## config.mk

```make
export PLATFORM = sky130hd
export DESIGN_NAME = margin_prob_calculator
export DESIGN_NICKNAME = d
export VERILOG_FILES = /design/src/rtl/margin_prob_calculator.sv
export SDC_FILE = /design/constraint.sdc
export NUM_CORES = 1
export LEC_CHECK = 0
export ABC_AREA = 1
export BUFFER_PORTS_ARGS = -buffer_cell sky130_fd_sc_hd__buf_2
export CAP_MARGIN = 20
export CORE_MARGIN = 3
export CORE_UTILIZATION = 60
export CTS_BUF_LIST = sky130_fd_sc_hd__clkbuf_4 sky130_fd_sc_hd__clkbuf_8
export CTS_CLUSTER_SIZE = 40
export DETAILED_ROUTE_END_ITERATION = 7
export PLACE_DENSITY = 0.95
export SETUP_SLACK_MARGIN = 0.4
export SYNTH_ARGS = -nofsm -noshare
export SYNTH_HDL_FRONTEND = slang
export SYNTH_SLANG_ARGS = --single-unit
```

## constraint.sdc

```tcl
create_clock -name clk -period 23.5 [get_ports clk]
set_clock_uncertainty 0.15 [all_clocks]
set_input_delay 4.7 -clock clk [delete_from_list [all_inputs] [get_ports clk]]
set_output_delay 4.7 -clock clk [all_outputs]
set_load 0.1 [all_outputs]
```

## src/rtl/margin_prob_calculator.sv

```systemverilog
// margin_prob_calculator: converts a ROWS x COLS count table into
// fixed-point probabilities entry/n[row] using one shared restoring divider.
// Ports:
//   clk, rst (async, active-high)
//   margin_table_in, n_in, in_valid / in_ready : input table handshake
//   Pbc_out, div_zero_out, out_valid / out_ready : result handshake
// Optional macro PBC_ROUND_EN: one extra quotient bit, round-half-up.
module margin_prob_calculator #(
  parameter int DATA_WIDTH   = 16,
  parameter int RESULT_WIDTH = 32,
  parameter int ROWS         = 2,
  parameter int COLS         = 3,
  parameter int FRAC_BITS    = 16
) (
  input  logic                                clk,
  input  logic                                rst,
  input  logic [ROWS*COLS*DATA_WIDTH-1:0]     margin_table_in,
  input  logic [ROWS*DATA_WIDTH-1:0]          n_in,
  input  logic                                in_valid,
  output logic                                in_ready,
  output logic [ROWS*COLS*RESULT_WIDTH-1:0]   Pbc_out,
  output logic [ROWS*COLS-1:0]                div_zero_out,
  output logic                                out_valid,
  input  logic                                out_ready
);

  localparam int N = ROWS * COLS;
  localparam int Q = DATA_WIDTH + FRAC_BITS;
`ifdef PBC_ROUND_EN
  localparam int ITER = Q + 1;
`else
  localparam int ITER = Q;
`endif
  localparam int KW = (N > 1) ? $clog2(N) : 1;
  localparam int RIW = (ROWS > 1) ? $clog2(ROWS) : 1;
  localparam int CIW = (COLS > 1) ? $clog2(COLS) : 1;
  localparam int IW = $clog2(ITER + 1);
  localparam int WW = (RESULT_WIDTH > Q + 1) ? RESULT_WIDTH : Q + 1;

  typedef enum logic [1:0] {
    IDLE = 2'd0,
    DIV  = 2'd1,
    DONE = 2'd2
  } state_t;

  state_t state;
  state_t state_nx;

  logic [N*DATA_WIDTH-1:0]    tab_q;
  logic [ROWS*DATA_WIDTH-1:0] n_q;
  logic [KW-1:0]              k;
  logic [RIW-1:0]             row;
  logic [CIW-1:0]             col;
  // it == 0 is the load cycle, 1..ITER are shift/subtract cycles
  logic [IW-1:0]              it;
  logic [ITER-1:0]            dvd;
  logic [DATA_WIDTH-1:0]      dvs;
  logic [DATA_WIDTH:0]        rem;
  logic [ITER-2:0]            quo;

  logic [DATA_WIDTH+1:0]      rem_sh;
  logic [DATA_WIDTH:0]        rem_nx;
  logic                       qbit;
  logic [ITER-1:0]            quo_nx;
  logic                       last_it;
  logic                       last_k;
  logic                       dz;
  logic [Q:0]                 full;
  logic [WW-1:0]              wide;
  logic                       sat;
  logic [RESULT_WIDTH-1:0]    res;
  logic [DATA_WIDTH-1:0]      entry;

  assign entry   = tab_q[k*DATA_WIDTH +: DATA_WIDTH];
  assign last_it = (it == IW'(ITER));
  assign last_k  = (k == KW'(N - 1));

  // Restoring step: one quotient bit per cycle, MSB first
  assign rem_sh = {rem, dvd[ITER-1]};
  assign qbit   = (rem_sh >= {2'b00, dvs});
  assign rem_nx = qbit ? (rem_sh[DATA_WIDTH:0] - {1'b0, dvs})
                       : rem_sh[DATA_WIDTH:0];
  assign quo_nx = {quo, qbit};
  assign dz     = (dvs == '0);

`ifdef PBC_ROUND_EN
  // Extra LSB is the half bit; adding it rounds half-up
  assign full = {1'b0, quo_nx[ITER-1:1]}
              + {{Q{1'b0}}, quo_nx[0]};
`else
  assign full = {1'b0, quo_nx};
`endif

  assign wide = WW'(full);
  assign sat  = (RESULT_WIDTH < WW) ? |(wide >> RESULT_WIDTH) : 1'b0;

  always_comb begin
    res = wide[RESULT_WIDTH-1:0];
    if (dz) begin
      res = '0;
    end else if (sat) begin
      res = '1;
    end
  end

  // State register
  always_ff @(posedge clk or posedge rst) begin
    if (rst) begin
      state <= IDLE;
    end else begin
      state <= state_nx;
    end
  end

  // Next-state logic
  always_comb begin
    state_nx = state;
    unique case (state)
      IDLE: if (in_valid) state_nx = DIV;
      DIV:  if (last_it && last_k) state_nx = DONE;
      DONE: if (out_ready) state_nx = IDLE;
      default: state_nx = IDLE;
    endcase
  end

  // Handshake outputs
  always_comb begin
    in_ready  = 1'b0;
    out_valid = 1'b0;
    unique case (state)
      IDLE:    in_ready  = 1'b1;
      DONE:    out_valid = 1'b1;
      default: ;
    endcase
  end

  // Datapath
  always_ff @(posedge clk or posedge rst) begin
    if (rst) begin
      tab_q        <= '0;
      n_q          <= '0;
      k            <= '0;
      row          <= '0;
      col          <= '0;
      it           <= '0;
      dvd          <= '0;
      dvs          <= '0;
      rem          <= '0;
      quo          <= '0;
      Pbc_out      <= '0;
      div_zero_out <= '0;
    end else begin
      case (state)
        IDLE: begin
          if (in_valid) begin
            tab_q <= margin_table_in;
            n_q   <= n_in;
            k     <= '0;
            row   <= '0;
            col   <= '0;
            it    <= '0;
          end
        end
        DIV: begin
          if (it == '0) begin
            dvd <= ITER'(entry) << (ITER - DATA_WIDTH);
            dvs <= n_q[row*DATA_WIDTH +: DATA_WIDTH];
            rem <= '0;
            quo <= '0;
            it  <= IW'(1);
          end else begin
            dvd <= dvd << 1;
            rem <= rem_nx;
            quo <= quo_nx[ITER-2:0];
            if (last_it) begin
              Pbc_out[k*RESULT_WIDTH +: RESULT_WIDTH] <= res;
              div_zero_out[k] <= dz;
              it <= '0;
              if (last_k) begin
                k   <= '0;
                row <= '0;
                col <= '0;
              end else begin
                k <= k + KW'(1);
                if (col == CIW'(COLS - 1)) begin
                  col <= '0;
                  row <= row + RIW'(1);
                end else begin
                  col <= col + CIW'(1);
                end
              end
            end else begin
              it <= it + IW'(1);
            end
          end
        end
        default: ;
      endcase
    end
  end

endmodule

```

==> Yosys cells after proc, flatten, opt, wreduce, memory -nomap -nowiden <==
Cells that the tools add are included.
{ "word_totals": {"ff_bits": 436, "latch_bits": 0, "ram_bits": 0, "romBits": 0, "in_bits": 132, "output_inout_bits": 200, "elab_cells": 87, "n_memories": 0} }
{ "classes": {"add_sub_neg": 6, "mul": 0, "n_div": 0, "order_cmp": 3, "n_eq_ne": 11, "shifts": 4, "mux": 36, "bitwise_logic": 1, "reduce_logical": 13} }
{ "op_table": {"columns": ["cell", "count"], "rows": [
  ["bitwise mux 192 bit", 1],
  ["variable shift 32 x 34 -> 192 bit (first input constant)", 1],
  ["variable part select 32 x 34 -> 192 bit", 1],
  ["variable part select 96 x 8 -> 16 bit", 1],
  ["2-to-1 mux 32 bit", 2],
  ["2-to-1 mux 17 bit", 2],
  ["negator 8 -> 34 bit", 1],
  ["variable part select 32 x 6 -> 16 bit", 1],
  ["2-to-1 mux 31 bit", 1],
  [">= comparator 18 x 16 -> 1 bit", 1],
  ["2-to-1 mux 6 bit", 3],
  ["subtractor 17 x 16 -> 17 bit", 1],
  ["logical NOT 16 bit", 1],
  ["2-to-1 mux 2 bit", 8],
  ["2-to-1 mux 3 bit", 4],
  ["one-hot mux 6 bit (2 select lines)", 1],
  ["!= test 2 bit (second input constant)", 5],
  ["2-to-1 mux 1 bit", 8],
  ["adder 6 x 1 -> 6 bit (second input constant)", 1],
  ["bitwise mux 6 bit", 1],
  ["equality test 6 bit (second input constant)", 1],
  ["logical NOT 6 bit", 1],
  ["one-hot mux 2 bit (3 select lines)", 1],
  ["one-hot mux 3 bit (2 select lines)", 1],
  ["other kinds (20)", 25]
]} }

==> Longest topological paths before layout <==
Gate-level depths: netlist of the first run.
{ "logic_depth": {"word_depth": 6, "depth_mapped": 14, "depth_no_buf": 14} }

==> Worst setup path before layout of the first run <==
Ideal clock, no wire load.
{ "synth_timing": {"path_kind": "reg2out", "from": "register state[1]", "to": "output out_valid", "t_arrival_ns": 1.722, "required_ns": 18.650, "slack_ns": 16.928, "stages_incl_launch_ff": 3, "n_path_buf": 0, "path_cell_list": "dfrtp_1 -> inv_1 -> nor2_1"} }
{ "synth_via": {"elab_chain_len": 2} }
{ "synth_lines": {"columns": ["item", "line", "source"], "rows": [
  ["start: declaration", "46", "state_t state;"],
  ["start signal: assignment", "111", "state <= state_nx;"],
  ["equality test 2 bit", "130", "unique case (state)"],
  ["2-to-1 mux 1 bit", "130", null],
  ["end: declaration", "23", "output logic out_valid,"]
]} }
No other way between the ends.

==> Worst setup path after layout of the first run <==
{ "layout_timing": {"from": "input in_valid", "to": "register k[1]"} }
{ "layout_via": {"elab_chain_len": 2} }
{ "layout_lines": {"columns": ["item", "line", "source"], "rows": [
  ["start: declaration", "19", "input logic in_valid,"],
  ["!= test 2 bit (no source line)", null, null],
  ["AND reduction 4 bit (no source line)", null, null],
  ["end signal: assignment", "184", "k <= k + KW'(1);"],
  ["end: declaration", "51", "logic [KW-1:0] k;"]
]} }
No other way between the ends.
A chain may end at the register's enable or synchronous reset.

==> flow_summary.yaml, run 1 <==
synthesis:
  synthesis.area_um2: 18430
  synth_fp_nets: 2188
  postSynthCellCount: 2031
  yosysUniqueCellTypes: 37
  async_flop_share_pct: 100.0
  total_number_of_yosys_warnings: 0
  synth_flop_cell: "dfrtp_1"
  synth_sequential_area_ratio_pct: 57.04
  synth-edff-count: 0
  ys_seq_elements: 420
  synth.avg_cell_area_um2: 9.073
timing:
  setup_tns_ns: 0
  max_freq_ghz: 0.1476
  hold_violations: 0
  period_minus_slack_ns: 6.776
  grt_setup_unrepaired: "no"
  fin_crit_sh_pct: 28.83
  setup_viol_count_final: 0
  slew_viol_final: 0
  worst_slew_margin_rel_pct: 31.22
  worst_pin_slew_ns: 1.032
worst_setup_path:
  critPathMostFrequentCell: "nand2_1"
  crit_path_end_kind: "register"
  cp_top_family: "buffers and inverters"
  cp_cell_sequence: "buf_2 > nand2_4 > buf_4 > nand2_1 > inv_1 > nor2_1 > nand2_1 > inv_1 > nand2_1 > o22ai_1"
  critical_path.max_fanout: 68
  cp_max_delay_cell: "buf_4"
  timing.critical_path.buf_inv: 4
  criticalPathCategory: "input pin to register"
  cp_slowest_stage_delay_ns: 0.71
  cp.arrival_ns: 7.07
  crit_required_ns: 23.79
  crit_path_start_kind: "input pin"
pwr:
  power.switching_mw: 1.403
  clock_power_share_pct: 22.4
  switching_share_pct: 46.81
  power.combinational.fraction_pct: 44.7
  p_int_mw: 1.595
  static-leakage-power_nw: 11.91
  seqPwrFrac_pct: 33.0
  maximum_vdd_ir_drop_v: 0.00006165
  power.density_cell_area_nw_per_um2: 137.0
cts:
  post_cts.repair.setup_buffers: 0
  cts.reportedPaths.clkPinSlew_ns: 0.06
  hold_fix_buffer_count_after_cts: 0
  clock-root-buffer: "clkbuf_8"
  cts.path.max_buffers: 3
  cts_tree: "built"
  cts-resized-gates: 0
  number_of_clock_buffers_inserted_by_tritoncts: 68
  tritoncts_num_sinks: 420
  h-tree-depth: 3
  clock_insertion_delay_worst_skew_ns: 0.60
die:
  std_cell_rows: 63
  fp.dieH_um: 181.2
  pin_count: 332
  die-width_um: 181.2
  design.die.area_um2: 32850
  initial_core_util_pct: 61.52
  core_region_area_um2: 29950
grt:
  first_global_vias: 16070
  track_usage_pct: 31.78
  grt_antenna_before_repair: 2
  grt_pass1_wl_um: 84380
  grt_max_degree: 189
  global_route_total_overflow: 0
run_status:
  status: "completed"
job:
  drv_cap: 0
placement:
  port-buffer-count: 331
  detailed_place_hpwl_um: 36040
  place_congestion: 0.8956
route:
  dr.first_iter.drc_count: 1558
  drc: 0
  wire_per_inst_um: 19.21
  postRouteWirelength_um: 53490
  vias: 16430
  detail_route.vias_per_cell: 5.902
  ant_nets: 0
  drt_first_pass_iters: 6
min_path:
  hp-class: "register to register"
final_layout:
  postLayoutCoreUtil_pct: 73.07
  commonest_cells_after_routing_fill_and_taps_aside: "dfrtp_1 (419), nand2_1 (378), buf_2 (331), inv_1 (251), o21ai_0 (221)"
  layout-drive-gt1-share_pct: 23.49
  layout_commonest_cell: "dfrtp_1"
  number_of_nets_in_the_layout: 2498
  layout-area-overhead-vs-synth_pct: 18.79
==> cell usage after synthesis, drive strengths merged (5+ instances only) <==
cell type | instances | area, um2
a21oi | 110 | 550.5
a31oi | 5 | 31.28
buf | 17 | 77.57
clkbuf | 97 | 364.1
dfrtp | 420 | 10510
ha | 24 | 300.3
inv | 258 | 968.4
mux2 | 69 | 777.0
nand2 | 379 | 1423
nand3 | 137 | 685.7
nand4 | 7 | 43.79
nor2 | 134 | 518.0
nor3 | 5 | 25.02
o211ai | 34 | 255.2
o21ai | 234 | 1171
o22ai | 66 | 412.9
xnor2 | 5 | 43.79
xor2 | 5 | 43.79
==> logic make-up after synthesis <==
group | after synthesis | synth area share [%]
AOI/OAI and AO/OA | 463 | 13.72
xor gates and xnor gates | 10 | 0.4753
adders and majority gates | 25 | 1.738
buffers and inverters | 374 | 7.693
DFF | 420 | 57.04
muxes | 69 | 4.217
and+or+nand+nor | 670 | 15.12
==> power by group through the flow <==
stage	combinational [mW]	sequential, mW	clock, mW
2_1_floorplan	0.653	1.30	0
3_5_place_dp	1.30	0.992	0
6_report	1.34	0.988	0.670
4_1_cts	1.31	0.982	0.674
3_3_place_gp	1.26	0.983	0
5_1_grt	1.45	1.00	0.710
==> tightest hold or removal path: stages, from the launching register on <==
cell and delay, ns:
dfrtp_1 0.34, nand2_1 0.05, o21ai_0 0.06
==> area by class of cell <==
cell class / count / area (um2)
inverters: 260 / 983.4
fillers: 1975 / 8065
diodes: 2 / 5.005
well taps: 390 / 488.0
flip-flops and latches: 420 / 10510
clock buffers: 106 / 1321
clock inverters: 15 / 132.6
multi-input cells: 1237 / 6525
repair buffers: 354 / 1922
==> stage by stage <==
step                      instances  hold slack, ns  setup slack (ns)  total power [mW]  cell area (um2)
after floorplan                2031          0.3155             6.959             1.956            18430
after global placement         2656          0.3116             16.36             2.241            20310
after detailed placement       2656          0.3115             16.21             2.292            20310
after CTS                      2777          0.3315             16.76             2.968            21770
after global routing           2784          0.3488             16.48             3.158            21890
final                          2784          0.3288             16.72             2.998            21890
==> worst paths after layout <==
path                       slack, ns                  endpoint  cells past startpoint                     from
max                            16.72          k[1]$_DFFE_PP0P_                     10                 in_valid
min                             0.33   Pbc_out[50]$_DFFE_PP0P_                      2  Pbc_out[50]$_DFFE_PP0P_
max reg2reg                    19.99   Pbc_out[86]$_DFFE_PP0P_                     11     state[0]$_DFFE_PP0P_
min reg2reg                     0.33   Pbc_out[50]$_DFFE_PP0P_                      2  Pbc_out[50]$_DFFE_PP0P_
max in group asynchronous      17.57  Pbc_out[172]$_DFFE_PP0P_                      3                      rst
min in group asynchronous       4.12   Pbc_out[68]$_DFFE_PP0P_                      2                      rst
==> routing by layer <==
metal	global-route usage, %	routed length, um	vias up	part of all wire, %
met5	0	0	-	0
met2	52.04	25680	1095	48
met1	40.63	19770	7839	37
met4	15.27	2767	0	5.2
met3	6.805	5267	206	9.8
li1	-	-	7290	-
==> registers in the layout (all words and copies together), names as in the netlist, 2 cells and up <==
register,count
Pbc_out,192
tab_q,96
n_q,32
quo,31
rem,17
dvd,16
dvs,16
div_zero_out,6
it,6
k,3
col,2
state,2
Power figures use the tool's default switching activity.
==> run 2, diff against run 1 <==
Settings changed: CORE_UTILIZATION 60 to 52, PLACE_DENSITY 0.95 to 0.88.
Clock period 23.5 ns to 5.75 ns, I/O delays scaled along.
==> run 2 against run 1 <==
  * Final area is 0.53% higher
  * Setup slack worse by 14 ns
  * Hold slack better by 0.0038 ns
  * Non-clock buffer count is 3 higher
  * Largest power group unchanged
  * Sequential power grew to 4.1 times the previous value
  * Core utilization is 9.7 points lower
  * Final cell count is 2.2% higher
  * Global-route usage is 3.9 points lower
  * Sequential cell count stayed put
==> flow_summary.yaml, run 2 (synthesis results as in run 1) <==
cts:
  post_cts.repair.setup_buffers: 0
  cts.reportedPaths.clkPinSlew_ns: 0.06
  h-tree-depth: 3
  cts.path.max_buffers: 3
  hold_fix_buffer_count_after_cts: 0
  cts_tree: "built"
  number_of_clock_buffers_inserted_by_tritoncts: 70
  clock_insertion_delay_worst_skew_ns: 0.60
  clock-root-buffer: "clkbuf_8"
  tritoncts_num_sinks: 420
  cts-resized-gates: 0
die:
  fp.dieH_um: 194.2
  die-width_um: 194.2
  core_region_area_um2: 34710
  initial_core_util_pct: 53.08
  std_cell_rows: 68
  design.die.area_um2: 37730
  pin_count: 332
worst_setup_path:
  cp_cell_sequence: "inv_1 > ha_1 > nand2_1 > nor2_1 > nand3_1 > nor2_4 > inv_2 > nor3b_4 > buf_4 > nand3_1 > buf_4 > o22ai_1"
  cp_max_delay_cell: "dfrtp_1"
  crit_path_start_kind: "register"
  timing.critical_path.buf_inv: 4
  cp_top_family: "simple AND/OR/NAND/NOR gates"
  crit_path_end_kind: "register"
  cp.arrival_ns: 3.57
  critical_path.max_fanout: 33
  criticalPathCategory: "register to register"
  crit_required_ns: 6.11
  cp_slowest_stage_delay_ns: 0.42
final_layout:
  layout-area-overhead-vs-synth_pct: 19.41
  commonest_cells_after_routing_fill_and_taps_aside: "dfrtp_1 (419), nand2_1 (378), buf_2 (331), inv_1 (251), o21ai_0 (221)"
  layout_commonest_cell: "dfrtp_1"
  largest_register_ffs: 192
  finish.instance_area_um2: 22000
  number_of_nets_in_the_layout: 2503
  finalNonFillerCells: 2846
  largest-register: "Pbc_out"
  layout-drive-gt1-share_pct: 23.43
  largest_registers: "Pbc_out: 192 flops, tab_q: 96 flops, n_q: 32 flops"
grt:
  track_usage_pct: 27.83
  first_global_vias: 15830
  grt_antenna_before_repair: 1
  grt_pass1_wl_um: 84580
  grt_max_degree: 161
  global_route_total_overflow: 0
job:
  drv_cap: 0
placement:
  detailed_place_hpwl_um: 37210
  dp.cells: 2723
  port-buffer-count: 331
  place_congestion: 0.9236
  dp_slack_ns: 2.205
  placed_area_um2: 20440
route:
  postRouteWirelength_um: 53500
  dr.first_iter.drc_count: 1397
  drt_first_pass_iters: 5
  detail_route.vias_per_cell: 5.625
  drc: 0
  ant_nets: 0
  vias: 16010
  wire_per_inst_um: 18.80
pwr:
  maximum_vdd_ir_drop_v: 0.0003620
  post-layout-total-power_mw: 12.19
  static-leakage-power_nw: 11.93
  power.density_cell_area_nw_per_um2: 553.8
timing:
  setup_viol_count_final: 0
  grt_setup_unrepaired: "no"
  post-route-worst-setup-slack_ns: 2.532
  hold_violations: 0
  max_freq_ghz: 0.3108
  slew_viol_final: 0
  period_minus_slack_ns: 3.218
  fin_crit_sh_pct: 55.96
  worst_slew_margin_rel_pct: 33.71
  worst_pin_slew_ns: 0.9933
min_path:
  hp-class: "register to register"
run_status:
  status: "completed"
==> run 2: path summary, 6_finish.rpt <==
path,start,endpoint,slack (ns),depth (start not counted)
setup / recovery,it[0]$_DFFE_PP0P_,Pbc_out[69]$_DFFE_PP0P_,2.53,12
hold / removal,Pbc_out[11]$_DFFE_PP0P_,Pbc_out[11]$_DFFE_PP0P_,0.33,2
setup reg to reg,it[0]$_DFFE_PP0P_,Pbc_out[69]$_DFFE_PP0P_,2.53,12
hold reg to reg,Pbc_out[11]$_DFFE_PP0P_,Pbc_out[11]$_DFFE_PP0P_,0.33,2
max in group asynchronous,rst,Pbc_out[93]$_DFFE_PP0P_,3.51,3
min in group asynchronous,rst,Pbc_out[7]$_DFFE_PP0P_,0.57,2
==> run 2: area by class of cell <==
type / count / area (um2)
clock inverters: 10 / 98.84
diodes: 1 / 2.502
clock buffers: 106 / 1328
multi-input cells: 1237 / 6525
repair buffers: 357 / 1989
fillers: 2790 / 12710
flip-flops and latches: 420 / 10510
inverters: 260 / 979.7
well taps: 455 / 569.3
==> run 2: worst register-to-register path, stage by stage (launching register included) <==
cell	delay [ns]
dfrtp_1	0.42
inv_1	0.08
ha_1	0.14
nand2_1	0.05
nor2_1	0.14
nand3_1	0.22
nor2_4	0.26
inv_2	0.16
nor3b_4	0.18
buf_4	0.39
nand3_1	0.39
buf_4	0.38
o22ai_1	0.18
==> run 2: per-layer routing <==
metal,part of all wire (%),vias up,GRT usage [%],wire (um)
li1,-,7297,-,-
met1,39,7737,35.62,20820
met2,48,836,45.88,25650
met3,8.3,140,5.838,4465
met4,4.8,0,12.74,2565
met5,0,-,0,0
==> run 2: report_power, final <==
part | internal [mW] | switching, mW | total (mW) | leakage [nW]
registers | 3.61 | 0.421 | 4.03 | 5.36
clock network | 1.52 | 1.20 | 2.72 | 0.758
logic | 1.39 | 4.05 | 5.43 | 5.81
total | 6.51 | 5.67 | 12.2 | 11.9
==> run 2: through the flow <==
stage / setup TNS (ns) / utilization [%] / hold WS (ns)
after floorplan: -510.51 / - / 0.3155
after global placement: 0 / 58.89 / 0.3106
after detailed placement: 0 / 58.89 / 0.3230
after CTS: 0 / 63.00 / 0.3374
after global routing: 0 / 63.38 / 0.3505
final: 0 / 63.39 / 0.3326
